**src/rtl/vga_stream_out.sv**
```systemverilog
// VGA timing generator fed by a valid/ready RGB pixel stream with a start-of-frame marker.
// A starved or misaligned stream drops to SEEK and relocks on the next frame start.
module vga_stream_out #(
    parameter int H_ACTIVE  = 640,
    parameter int H_FP      = 16,
    parameter int H_SYNC    = 96,
    parameter int H_BP      = 48,
    parameter int V_ACTIVE  = 480,
    parameter int V_FP      = 10,
    parameter int V_SYNC    = 2,
    parameter int V_BP      = 33,
    parameter bit HSYNC_POL = 1'b0,
    parameter bit VSYNC_POL = 1'b0
) (
    input  logic        clk_pixel,
    input  logic        reset_i,
    input  logic [23:0] pix_data_i,
    input  logic        pix_sof_i,
    input  logic        pix_valid_i,
    output logic        pix_ready_o,
    input  logic        clear_status_i,
    output logic        underflow_o,
    output logic        sync_err_o,
    output logic        frame_start_o,
    output logic        vga_hsync_o,
    output logic        vga_vsync_o,
    output logic        vga_blank_o,
    output logic [7:0]  vga_r_o,
    output logic [7:0]  vga_g_o,
    output logic [7:0]  vga_b_o,
    output logic        dbg_state_o
);
    localparam int H_TOTAL = H_ACTIVE + H_FP + H_SYNC + H_BP;
    localparam int V_TOTAL = V_ACTIVE + V_FP + V_SYNC + V_BP;
    localparam int HW = $clog2(H_TOTAL + 1);
    localparam int VW = $clog2(V_TOTAL + 1);

    localparam logic [HW-1:0] H_LAST     = HW'(H_TOTAL - 1);
    localparam logic [HW-1:0] H_ACT_END  = HW'(H_ACTIVE);
    localparam logic [HW-1:0] H_SYNC_BEG = HW'(H_ACTIVE + H_FP);
    localparam logic [HW-1:0] H_SYNC_END = HW'(H_ACTIVE + H_FP + H_SYNC);
    localparam logic [VW-1:0] V_LAST     = VW'(V_TOTAL - 1);
    localparam logic [VW-1:0] V_ACT_END  = VW'(V_ACTIVE);
    localparam logic [VW-1:0] V_SYNC_BEG = VW'(V_ACTIVE + V_FP);
    localparam logic [VW-1:0] V_SYNC_END = VW'(V_ACTIVE + V_FP + V_SYNC);

    typedef enum logic {
        ST_SEEK = 1'b0,
        ST_RUN  = 1'b1
    } state_t;

    state_t        r_state;
    state_t        w_state_nxt;
    logic [HW-1:0] r_h_cnt;
    logic [VW-1:0] r_v_cnt;

    logic w_active;
    logic w_hs;
    logic w_vs;
    logic w_fs;
    logic w_ready;
    logic w_show;
    logic w_uf_evt;
    logic w_se_evt;

    logic        r_hsync;
    logic        r_vsync;
    logic        r_blank;
    logic        r_frame_start;
    logic        r_underflow;
    logic        r_sync_err;
    logic [23:0] r_rgb;

    // Raster counters free-run; the stream never stalls timing.
    always_ff @(posedge clk_pixel or posedge reset_i) begin
        if (reset_i) begin
            r_h_cnt <= '0;
            r_v_cnt <= '0;
        end else if (r_h_cnt == H_LAST) begin
            r_h_cnt <= '0;
            r_v_cnt <= (r_v_cnt == V_LAST) ? '0 : r_v_cnt + 1'b1;
        end else begin
            r_h_cnt <= r_h_cnt + 1'b1;
        end
    end

    assign w_active = (r_h_cnt < H_ACT_END) && (r_v_cnt < V_ACT_END);
    assign w_hs     = (r_h_cnt >= H_SYNC_BEG) && (r_h_cnt < H_SYNC_END);
    assign w_vs     = (r_v_cnt >= V_SYNC_BEG) && (r_v_cnt < V_SYNC_END);
    assign w_fs     = (r_h_cnt == '0) && (r_v_cnt == '0);

    always_ff @(posedge clk_pixel or posedge reset_i) begin
        if (reset_i) begin
            r_state <= ST_SEEK;
        end else begin
            r_state <= w_state_nxt;
        end
    end

    always_comb begin
        w_state_nxt = r_state;
        case (r_state)
            ST_SEEK: if (w_fs && pix_valid_i && pix_sof_i) w_state_nxt = ST_RUN;
            ST_RUN:  if (w_uf_evt || w_se_evt)             w_state_nxt = ST_SEEK;
        endcase
    end

    // SEEK drains non-sof pixels and parks a sof pixel until the raster reaches (0,0).
    always_comb begin
        w_ready  = 1'b0;
        w_show   = 1'b0;
        w_uf_evt = 1'b0;
        w_se_evt = 1'b0;
        case (r_state)
            ST_SEEK: begin
                w_ready = pix_valid_i && (!pix_sof_i || w_fs);
                w_show  = w_fs && pix_valid_i && pix_sof_i;
            end
            ST_RUN: begin
                w_ready  = w_active && pix_valid_i && (pix_sof_i == w_fs);
                w_show   = w_ready;
                w_uf_evt = w_active && !pix_valid_i;
                w_se_evt = w_active && pix_valid_i && (pix_sof_i != w_fs);
            end
        endcase
    end

    assign pix_ready_o = w_ready && !reset_i;

    always_ff @(posedge clk_pixel or posedge reset_i) begin
        if (reset_i) begin
            r_hsync       <= ~HSYNC_POL;
            r_vsync       <= ~VSYNC_POL;
            r_blank       <= 1'b1;
            r_rgb         <= 24'd0;
            r_frame_start <= 1'b0;
            r_underflow   <= 1'b0;
            r_sync_err    <= 1'b0;
        end else begin
            r_hsync       <= w_hs ? HSYNC_POL : ~HSYNC_POL;
            r_vsync       <= w_vs ? VSYNC_POL : ~VSYNC_POL;
            r_blank       <= ~w_active;
            r_rgb         <= w_show ? pix_data_i : 24'd0;
            r_frame_start <= w_fs;
            // A fresh event outranks a simultaneous clear.
            r_underflow   <= w_uf_evt | (r_underflow & ~clear_status_i);
            r_sync_err    <= w_se_evt | (r_sync_err & ~clear_status_i);
        end
    end

    assign vga_hsync_o   = r_hsync;
    assign vga_vsync_o   = r_vsync;
    assign vga_blank_o   = r_blank;
    assign vga_r_o       = r_rgb[23:16];
    assign vga_g_o       = r_rgb[15:8];
    assign vga_b_o       = r_rgb[7:0];
    assign frame_start_o = r_frame_start;
    assign underflow_o   = r_underflow;
    assign sync_err_o    = r_sync_err;
    assign dbg_state_o   = r_state;

endmodule
```
**config.mk**
```make
export PLATFORM = sky130hd
export DESIGN_NAME = vga_stream_out
export DESIGN_NICKNAME = d
export VERILOG_FILES = /design/src/rtl/vga_stream_out.sv
export SDC_FILE = /design/constraint.sdc
export NUM_CORES = 1
export LEC_CHECK = 0
export CAP_MARGIN = 10
export CORE_AREA = 5 5 78 80
export DETAILED_ROUTE_END_ITERATION = 12
export DIE_AREA = 0 0 83 85
export MAX_ROUTING_LAYER = met4
export PLACE_DENSITY = 0.74
export SLEW_MARGIN = 20
export SYNTH_ARGS = -nofsm -noshare
export SYNTH_HDL_FRONTEND = slang
export SYNTH_SLANG_ARGS = --single-unit
```
**constraint.sdc**
```tcl
create_clock -name clk_pixel -period 2.17 [get_ports clk_pixel]
set_input_delay 0.3255 -clock clk_pixel [delete_from_list [all_inputs] [get_ports clk_pixel]]
set_output_delay 0.3255 -clock clk_pixel [all_outputs]
set_load 0.01 [all_outputs]
```
==> results of run 1 <==
-- what timing repair did --
item | CTS | global route
endpoints found under the setup margin | 25 | 24
gates resized for setup | 8 | 14
setup buffers | 1 | 0
pin swaps | 3 | 0
endpoints found under the hold margin | 0 | 0
-- power by group through the flow --
| stage | sequential [mW] | clock [mW] | combinational, mW |
|---|---|---|---|
| after floorplan | 0.968 | 0 | 0.0251 |
| after global placement | 0.968 | 0 | 0.0907 |
| after detailed placement | 0.968 | 0 | 0.0911 |
| after CTS | 0.950 | 0.777 | 0.0928 |
| after global routing | 0.950 | 0.815 | 0.102 |
| final | 0.950 | 0.758 | 0.0922 |
-- layout make-up --
| type | count | area share, % |
|---|---|---|
| tap | 72 | 2.749 |
| sequential | 51 | 39.06 |
| timing repair buffer | 90 | 25.81 |
| clock buffer | 6 | 2.215 |
| clock inverter | 2 | 1.833 |
| multi-input combinational | 123 | 27.07 |
| inverter | 11 | 1.260 |
-- critical path: stages (launching register included) --
cell and delay, ns:
dfrtp_1 0.38, inv_1 0.06, ha_1 0.14, nor4b_4 0.22, nand3_2 0.11, or2_4 0.26, ha_4 0.27, a31oi_1 0.09
nor3_2 0.11, buf_2 0.15
-- metrics by stage --
step | setup slack (ns) | setup TNS (ns)
after global routing | -0.3533 | -0.5101
after floorplan | 0.06946 | 0
after detailed placement | -0.5244 | -2.687
after CTS | -0.2768 | -0.2768
after global placement | -0.4346 | -0.5329
final | -0.2417 | -0.2417
-- per-layer routing --
metal,global-route usage (%),routed length [um],up-vias
li1,-,-,858
met1,18.32,2291,851
met2,25.22,2480,66
met3,2.913,265,5
met4,4.458,61,0
met5,-,0,-
-- sequential cells by signal (all words and copies together) (netlist names) --
name and cells:
vga_vsync_o 1, underflow_o 1, sync_err_o 1, r_h_cnt 10, frame_start_o 1, dbg_state_o 1, r_rgb 24, vga_blank_o 1
r_v_cnt 10, vga_hsync_o 1
-- layout by cell type (no fill, tap or decap), types with 6 or more instances in the layout --
cell             instances
a21boi_1                15
a21boi_2                 9
and3_1                   6
buf_4                   28
clkdlybuf4s50_1         59
dfrtp_1                 48
inv_1                   10
nand2_1                 11
nand3_1                 12
nor2_1                   9
o21ai_0                 11
-- kinds of logic after synthesis --
group           count (synthesis)
simple gates                   61
buf+inv                        18
fa+ha+maj                       5
flops                          51
xor+xnor                       10
compound gates                 46
mux                             1
-- final timing paths --
kind | endpoint | start | slack [ns] | cells past startpoint
setup / recovery | pix_ready_o | r_h_cnt[0] | -0.24 | 9
hold / removal | r_h_cnt[0] | reset_i | 0.36 | 2
setup reg to reg | r_rgb[6] | r_h_cnt[0] | 0.06 | 10
hold reg to reg | underflow_o | underflow_o | 0.54 | 2
max in group asynchronous | vga_vsync_o | reset_i | 1.24 | 3
min in group clk_pixel | underflow_o | underflow_o | 0.54 | 2
==> flow_summary.yaml, run 1 <==
sta:
  hold_viol_final: 0
  post-route-min-period_ns: 2.412
  rsz0062_at_grt: "yes"
  worstMarginPinSlew_ns: 0.4505
  worst_slack_ns: -0.2417
  drv_slew: 0
  fmax_ghz: 0.4146
  fin_worst_skew_ns: 0.005838
  maxSlewHeadroom_pct: 69.97
  setup-violations-final: 1
  fin_hold_ws_ns: 0.3615
  period_share_pct: 111.1
global_routing:
  grt_pass1_vias: 1748
  antenna_found_initial: 0
  grt_usage_pct: 14.96
  grt_max_degree: 37
  grt_pass1_wl_um: 8314
  grt.overflow.total: 0
clocking:
  cts_buffer_depth: 2
  cts_buffers: 5
  cts_sinks: 51
  cts_hold_buf: 0
  htreeDepth: 2
  clock_latency_ns: 0.30
  cts_tree: "done"
  path_clk_slew_ns: 0.09
  clockRootBuffer: "clkbuf_8"
floorplan:
  core_area_mm2: 0.005338
  fp.dieW_um: 83
  dieArea_mm2: 0.007055
  num_io_pins: 61
  start_util_pct: 40.88
  rows: 27
  die-height_um: 85
synth:
  synth_fa_ha_area_share_pct: 2.867
  ys_ff_latch: 51
  ys_seq_area_share_pct: 58.66
  synth_area_leader_cell: "dfrtp_1"
  synth_nets: 226
  synth_cell_types: 37
  synth_top_family_by_area: "simple AND/OR/NAND/NOR gates"
  synth_ff_type: "dfrtp_1"
  synthXorXnorAreaFrac_pct: 4.014
  synth_area_leaders: "dfrtp_1 (55%), a21boi_1 (6.2%), dfstp_2 (3.6%)"
  syn_inst: 192
  synth_top_area_share_pct: 55.05
  avgSynthCellArea_um2: 11.37
  synth_commonest_cells: "dfrtp_1 (48), a21boi_1 (18), nand3_1 (13)"
  yosys_warnings: 0
  synthArstFlopShare_pct: 100.0
  syn_area_mm2: 0.002182
  yosysMostFrequentCell: "dfrtp_1"
  synth_compound_area_share_pct: 14.33
  synth-simple-area-share_pct: 15.77
  synth_edf_count: 0
  synth_mux_area_share_pct: 0.4587
status:
  violations: "negative setup slack"
  outcome: "finished, violations left"
critical_path:
  crit_fanout: 2
  crit_arrival_ns: 2.09
  critPathKind: "flop to primary output"
  crit_path_start_kind: "flop"
  required_ns: 1.84
  critPathCaptureType: "primary output"
cells_and_area:
  area_delta_synth_final_pct: 50.17
  ff_latch_area_mm2: 0.001280
  fin_nets: 316
  final_cell_count_no_fill: 355
  multi_input_area_um2: 887.1
  nFillCells: 456
  drive_gt1_share_pct: 20.49
  antenna_cells: 0
  final_area_mm2: 0.003277
  post-route-util_pct: 61.39
power:
  power.leakage_nw: 1.472
  power.share.sequential_pct: 52.8
  clkPwrFrac_pct: 42.1
  p_int_mw: 1.470
  power.switching_uw: 329.7
  power_mw: 1.800
  swShare_pct: 18.32
  comb_power_share_pct: 5.1
  peakVddDrop_v: 0.0002958
  powerDensity_mw_per_mm2: 549.3
min_path:
  hp-class: "input port to asynchronous set/reset pin"
place:
  gp_congestion: 0.7957
  port_buffers: 60
  dpl-instance-area_mm2: 0.003077
  dp_hpwl_um: 3763
  placedCellCount: 346
route:
  detail-route-antenna-nets: 0
  vias: 1780
  routed_wl_um: 5098
  vias_per_cell: 5.014
  wire_per_inst_um: 14.36
  drc_errors: 0
  drt_iter0_drc: 86
  first_pass_iters: 4
flow_run:
  max-cap-violations: 0
No activity file was read; power rests on OpenSTA's default activity.
==> run 2: changes to the inputs <==
--- a/config.mk
+++ b/config.mk
@@ -6,11 +6,14 @@
 export NUM_CORES = 1
 export LEC_CHECK = 0
 export CAP_MARGIN = 10
+export CELL_PAD_IN_SITES_DETAIL_PLACEMENT = 1
+export CELL_PAD_IN_SITES_GLOBAL_PLACEMENT = 1
 export CORE_AREA = 5 5 78 80
 export DETAILED_ROUTE_END_ITERATION = 12
 export DIE_AREA = 0 0 83 85
+export DONT_BUFFER_PORTS = 1
 export MAX_ROUTING_LAYER = met4
-export PLACE_DENSITY = 0.74
+export PLACE_DENSITY = 0.71
 export SLEW_MARGIN = 20
 export SYNTH_ARGS = -nofsm -noshare
 export SYNTH_HDL_FRONTEND = slang
==> flow_summary.yaml, run 2 (synthesized netlist as in run 1, its figures left out) <==
place:
  dp_hpwl_um: 4018
  port_buffers: 0
  gp_congestion: 0.8413
  dpl-instance-area_mm2: 0.002419
  placedCellCount: 280
route:
  detail-route-antenna-nets: 0
  drt_iter0_drc: 44
  wl_met3_um: 299
  vias_per_cell: 5.535
  drc_errors: 0
  drt-met1-wl_um: 2464
  wire_per_inst_um: 21.99
  wl_met2_um: 3704
  vias: 1666
  top_layer: "met4"
  routed_wl_um: 6620
  first_pass_iters: 4
cells_and_area:
  final_area_mm2: 0.002791
  fin_nets: 262
  final_cell_count_no_fill: 301
  nFillCells: 585
  largest_registers: "r_rgb x24, r_h_cnt x10, r_v_cnt x10"
  post-route-util_pct: 52.30
  ff_latch_area_mm2: 0.001280
  antenna_cells: 0
  final_common_cell: "dfrtp_1"
  multi_input_area_um2: 969.7
  area_delta_synth_final_pct: 27.92
  largest_register: "r_rgb"
  layout_common_cells: "dfrtp_1 (48), buf_4 (29), a21boi_2 (19)"
  largest_reg_flops: 24
  drive_gt1_share_pct: 34.50
clocking:
  path_clk_slew_ns: 0.10
  cts_tree: "done"
  clock_latency_ns: 0.31
  htreeDepth: 2
  cts_buffer_depth: 2
  cts_sinks: 51
  clockRootBuffer: "clkbuf_8"
  cts_buffers: 5
status:
  outcome: "finished, violations left"
  violations: "negative setup slack"
sta:
  fin_worst_skew_ns: 0.01058
  post-route-min-period_ns: 2.467
  maxSlewHeadroom_pct: 69.01
  hold_viol_final: 0
  rsz0062_at_grt: "yes"
  setup-violations-final: 27
  fmax_ghz: 0.4053
  fin_hold_ws_ns: 0.09106
  worst_slack_ns: -0.2973
  period_share_pct: 113.7
  worstMarginPinSlew_ns: 0.4648
  drv_slew: 0
flow_run:
  max-cap-violations: 0
min_path:
  hp-class: "input port to flop"
floorplan:
  num_io_pins: 61
  die-height_um: 85
  start_util_pct: 40.88
  rows: 27
  core_area_mm2: 0.005338
  fp.dieW_um: 83
  dieArea_mm2: 0.007055
power:
  power_mw: 1.581
  peakVddDrop_v: 0.0002443
  power.leakage_nw: 1.276
  powerDensity_mw_per_mm2: 566.5
critical_path:
  slowest_stage: "dfrtp_1"
  crit_fanout: 2
  critPathKind: "flop to primary output"
  crit_chain: "inv_1 -> ha_2 -> nor4b_4 -> nand3_2 -> or2_4 -> ha_4 -> a31oi_4 -> nor3_4"
  crit_family: "simple AND/OR/NAND/NOR gates"
  required_ns: 1.84
  worst-path-buf-inv: 1
  crit_path_start_kind: "flop"
  crit_arrival_ns: 2.14
  critPathCaptureType: "primary output"
  slowest_delay_ns: 0.40
global_routing:
  grt_pass1_vias: 1857
  grt_usage_pct: 18.93
  grt.overflow.total: 0
  grt_pass1_wl_um: 10110
  grt_max_degree: 37
  antenna_found_initial: 0
-- run 2: per-stage QoR --
stage / worst slack (ns) / setup TNS (ns)
2_1_floorplan: 0.06946 / 0
3_3_place_gp: 0.02150 / 0
3_5_place_dp: -0.1397 / -2.112
4_1_cts: -0.2594 / -0.5450
5_1_grt: -0.3650 / -6.901
6_report: -0.2973 / -4.962
-- run 2: power breakdown --
part | switching [mW] | internal, mW
registers | 0.000000000000000305 | 0.950
clock network | 0.319 | 0.261
logic | 0.0282 | 0.0239
-- run 2: path summary, 6_finish.rpt --
kind | depth (start not counted) | startpoint | slack (ns) | end
min in group asynchronous | 2 | reset_i | 0.45 | r_rgb[0]
max in group asynchronous | 3 | reset_i | 1.14 | vga_hsync_o
worst min-delay path | 1 | clear_status_i | 0.09 | sync_err_o
worst min register to register | 2 | r_h_cnt[7] | 0.58 | r_h_cnt[7]
worst max register to register | 12 | r_h_cnt[1] | -0.27 | r_rgb[21]
worst max-delay path | 8 | r_h_cnt[1] | -0.30 | pix_ready_o
-- run 2: final cells by class --
type	instances	share of cell area, %
Clock inverter	2	0.5827
Clock buffer	6	2.958
Timing Repair Buffer	36	11.16
Tap cell	72	3.227
Inverter	11	1.479
Multi-Input combinational cell	123	34.74
Sequential cell	51	45.85
-- run 2: what timing repair did --
item / 4_1_cts / 5_1_grt
setup endpoints to repair: 25 / 27
cloned: 2 / 0
setup buffers: 6 / 4
resized for setup: 29 / 18
hold buffers: 1 / 0
hold endpoints to repair: 15 / 0
pin swaps: 6 / 8
-- run 2: layer usage --
metal	global-route usage [%]	vias up
met5	-	-
met4	6.835	0
met3	4.660	12
met2	35.93	68
met1	18.64	839
li1	-	747
